File: config.mk
export PLATFORM = sky130hd
export DESIGN_NAME = sort32_loader
export DESIGN_NICKNAME = d
export VERILOG_FILES = /design/src/rtl/sort32_loader.sv
export SDC_FILE = /design/constraint.sdc
export NUM_CORES = 2
export LEC_CHECK = 0
export ABC_AREA = 1
export BUFFER_PORTS_ARGS = -buffer_cell sky130_fd_sc_hd__buf_4
export CORE_AREA = 2 2 422 424
export DETAILED_ROUTE_END_ITERATION = 10
export DIE_AREA = 0 0 424 426
export PLACE_DENSITY = 0.68
export REMOVE_ABC_BUFFERS = 1
export SETUP_SLACK_MARGIN = 0.5
export SKIP_CTS_REPAIR_TIMING = 1
export SLEW_MARGIN = 25
export SYNTH_ARGS = -nofsm -noshare
export SYNTH_HDL_FRONTEND = slang
export SYNTH_SLANG_ARGS = --single-unit
File: constraint.sdc
create_clock -name clk -period 5 [get_ports clk]
set_input_delay 0 -clock clk [delete_from_list [all_inputs] [get_ports clk]]
set_output_delay 0 -clock clk [all_outputs]
set_load 0.02 [all_outputs]
File: src/rtl/sort32_loader.sv
// sort32_loader
// Serial-to-parallel feeder for the 32-element sorting network. Keys arrive
// one per cycle over a valid/ready handshake. They are packed into one of two
// banks (ping-pong), so one bank fills while the other is held stable for the
// downstream network. Word i of a frame sits at vec_out[(i+1)*W-1 : i*W].
//
// Optional feature macro: SORT32_LOADER_LAST_EN
//   When defined, the in_last input is present. An accepted word with in_last=1
//   closes the frame early, and the unused upper slots are refilled with PAD_VALUE.
//
// Ports
//   clk        clock, rising edge
//   rst        synchronous reset, active-high
//   in_data    key word
//   in_valid   in_data is valid
//   in_ready   loader can accept a word this cycle (registers only)
//   in_last    early frame close (SORT32_LOADER_LAST_EN only)
//   vec_out    packed frame, N words of W bits
//   vec_valid  vec_out holds a complete frame
//   vec_ready  consumer has taken vec_out
//   vec_count  real keys in vec_out (0 when not valid)

module sort32_loader #(
    parameter int             N         = 32,
    parameter int             W         = 32,
    parameter logic [W-1:0]   PAD_VALUE = 32'hFFFF_FFFF
) (
    input  logic             clk,
    input  logic             rst,
    input  logic [W-1:0]     in_data,
    input  logic             in_valid,
    output logic             in_ready,
`ifdef SORT32_LOADER_LAST_EN
    input  logic             in_last,
`endif
    output logic [N*W-1:0]   vec_out,
    output logic             vec_valid,
    input  logic             vec_ready,
    output logic [5:0]       vec_count
);

    logic [W-1:0] mem   [2][N];
    logic [5:0]   count [2];
    logic [1:0]   full;
    logic         wr_sel;
    logic         rd_sel;
    logic [4:0]   wr_idx;

    logic         accept;
    logic         early;
    logic         close;
    logic         rd_take;

`ifdef SORT32_LOADER_LAST_EN
    assign early = in_last;
`else
    assign early = 1'b0;
`endif

    assign in_ready  = ~full[wr_sel];
    assign accept    = in_valid & in_ready;
    assign close     = accept & ((wr_idx == 5'd31) | early);
    assign vec_valid = full[rd_sel];
    assign vec_count = full[rd_sel] ? count[rd_sel] : 6'd0;
    assign rd_take   = vec_valid & vec_ready;

    always_comb begin
        vec_out = '0;
        for (int i = 0; i < N; i++) begin
            vec_out[i*W +: W] = mem[rd_sel][i];
        end
    end

    // A close always targets the empty bank and a release always targets the
    // full one, so both can land in the same cycle on different full[] bits.
    always_ff @(posedge clk) begin
        if (rst) begin
            full   <= 2'b00;
            wr_sel <= 1'b0;
            rd_sel <= 1'b0;
            wr_idx <= 5'd0;
            for (int b = 0; b < 2; b++) begin
                count[b] <= 6'd0;
                for (int s = 0; s < N; s++) begin
                    mem[b][s] <= PAD_VALUE;
                end
            end
        end else begin
            if (accept) begin
                mem[wr_sel][wr_idx] <= in_data;
                if (close) begin
                    full[wr_sel]  <= 1'b1;
                    count[wr_sel] <= {1'b0, wr_idx} + 6'd1;
                    wr_sel        <= ~wr_sel;
                    wr_idx        <= 5'd0;
`ifdef SORT32_LOADER_LAST_EN
                    // Scrub stale keys above the last real one so the network
                    // sorts pads to the top instead of an old frame's data.
                    if (early) begin
                        for (int s = 0; s < N; s++) begin
                            if (s > int'(wr_idx)) begin
                                mem[wr_sel][s] <= PAD_VALUE;
                            end
                        end
                    end
`endif
                end else begin
                    wr_idx <= wr_idx + 5'd1;
                end
            end
            if (rd_take) begin
                full[rd_sel] <= 1'b0;
                rd_sel       <= ~rd_sel;
            end
        end
    end

endmodule

==> flow_summary.toml <==
[status]
outcome = "complete, no violations"

[timing]
fin_crit_sh_pct = 85.3
layout_min_cycle_time_ns = 4.27
worst_pin_slew_ns = 1.09
tns_ns = 0
fin_worst_skew_ns = 0.0271
setup_viol = 0
fmax_ghz = 0.234
grt_setup_unrepaired = "no"
hold_viol_final = 0
slew_headroom_pct = 27.1
slew_viol_final = 0

[routing]
via_count = 56800
drtIter0Drc = 8649
firstDrtPassIters = 5
vias_per_cell = 6.61
wl_um = 328000
drtAntennaViolNets = 0
routedWlPerCell_um = 38.1
drcViolationCount = 0

[clock_network]
cts_tree = "built"
cts.sinks = 2070
cts_root_buf = "clkbuf_16"
h-tree-depth = 4
path_clk_slew_ns = 0.06
clockBufferDepth = 3
clkLatencyLatePin_ns = 0.87
numCtsBuffers = 207

[min_path]
worst_hold_path_type = "input pin to flip-flop"
min_path_cells = 4

[power_and_ir_drop]
powerDensity_mw_per_mm2 = 359
leakagePower_nw = 26.8
ir_drop_mv = 0.362

[yosys]
yosys.area.top_type = "edfxtp_1"
syn_avg_cell_area_sq_um = 16.6
synth_edf_count = 2060
seq_area_frac_synth_pct = 73.1
ys_types = 30
syn_inst = 5111
synth_area_sq_mm = 0.0849
synth_flop_cell = "edfxtp_1"
synth_top_cell_area_share_pct = 72.8
synthTopCellsByArea = "edfxtp_1 (73%), mux2_2 (14%), nand4_1 (7.4%)"
synth-async-reset-ratio_pct = 0
yosys_warnings = 0
synth-seq-cells = 2070

[grt]
grt_pass1_vias = 52800
grt_usage_pct = 35.0
met3_usage_pct = 6.72
grt_pass1_wl_um = 434000
met1_usage_pct = 45.6
grt.overflow.total = 0
antenna_found_initial = 29
grt.met2_usage_pct = 53.2
busiest_layer = "met2"
grt_max_degree = 186

[finish]
most-common-layout-cells = "edfxtp_1 (2060), buf_4 (1267), mux2_2 (1030)"
drive_gt1_share_pct = 43.4
area_growth_pct = 19.9
layout_commonest_cell = "edfxtp_1"
num-nets-final = 6121
stdcell_area_sq_mm = 0.102

[die]
start_util_pct = 48.3
die_x_um = 424
core-area_sq_mm = 0.176
ios = 1068
rows = 154
die_area_sq_mm = 0.181
chipHeight_um = 426

[placed_design]
io_buffers = 1067
place.gp.congestion = 0.876
dpl.hpwl_um = 193000
dpl_cell_area_sq_mm = 0.0950

[flow_run]
maxCapViolCount = 0

[critical_path]
worstSetupPathType = "flip-flop to flip-flop"
end_kind = "flip-flop"
cp_max_fo = 67
cp.required_ns = 5.59
startpoint_type = "flip-flop"
reg2reg_depth = 10
arrival_ns = 4.85
## cell usage after synthesis, types with 21 or more instances
cell type	instances
a21oi_1	24
buf_2	67
buf_6	101
clkbuf_1	373
clkinv_1	32
edfxtp_1	2060
inv_1	21
mux2_2	1030
nand2_1	214
nand3_1	57
nand4_1	1007
nor2_1	61
## logic make-up after synthesis
| family | Yosys count | share of synthesized area (%) |
|---|---|---|
| multiplexers | 1030 | 13.7 |
| flip-flops | 2070 | 73.1 |
| buffers and inverters | 625 | 3.91 |
| adder cells (fa/ha/maj) | 5 | 0.0737 |
| XOR/XNOR | 2 | 0.0206 |
| AND/OR/NAND/NOR | 1349 | 9.07 |
| AO/OA/AOI/OAI | 30 | 0.181 |
## sequential cells by signal (all words and copies together), names as in the netlist, named ones only
register and cells:
count 12, full 2, mem 2048, rd_sel 1, wr_idx 5, wr_sel 1
## stage by stage
| step | util (%) | cells | hold slack, ns | setup WS (ns) | total power, mW |
|---|---|---|---|---|---|
| 2_1_floorplan | - | 4544 | 0.0691 | -20.90 | 20.7 |
| 3_3_place_gp | 54.1 | 8175 | 0.268 | 0.828 | 21.8 |
| 3_5_place_dp | 54.1 | 8175 | 0.264 | 0.764 | 21.8 |
| 4_1_cts | 57.7 | 8546 | -0.661 | 0.726 | 36.5 |
| 5_1_grt | 57.9 | 8584 | 0.0248 | 0.579 | 37.3 |
| 6_report | 58.0 | 8600 | 0.0565 | 0.735 | 36.5 |
## worst paths after layout
path / slack (ns) / endpoint / from
max: 0.73 / mem[1][213]$_DFFE_PP_ / wr_sel$_SDFFE_PP0P_
min: 0.06 / mem[0][737]$_SDFFCE_PN1P_ / in_data[1]
max reg2reg: 0.73 / mem[1][213]$_DFFE_PP_ / wr_sel$_SDFFE_PP0P_
min reg2reg: 0.54 / full[1]$_SDFF_PP0_ / full[1]$_SDFF_PP0_
## critical path: stages, from the launching register on
cell and delay [ns]:
dfxtp_4 0.37, inv_8 0.28, nand2_1 0.18, nand4_4 0.48, a21oi_1 0.12, nor2_1 0.17, nand2_1 0.09, nor2_2 0.24
nand2_8 0.49, nand2_2 0.90, buf_4 0.54
## power breakdown
group	internal [mW]	switching, mW	leakage, nW
combinational	0.226	1.64	8.46
clock	8.37	6.67	3.11
sequential	19.5	0.0971	15.2
total	28.1	8.40	26.8
## area by class of cell
class	instances	area, sq um
tap	2340	2930
antenna	18	45.0
sequential	2070	62100
fill	13500	73900
clock buffer	254	5440
timing repair buffer	1327	10300
multi-input combinational	2416	19800
clock inverter	117	982
inverter	58	230
## per-layer routing
layer  share of wire [%]  wire, um  vias up
met5              0.0040        13        -
met4                 7.9     25800        2
met3                  11     36700      870
met2                  46    151000     4616
met1                  35    115000    29100
li1                    -         -    22200
Note: power is estimated with default switching activity, not from simulation.
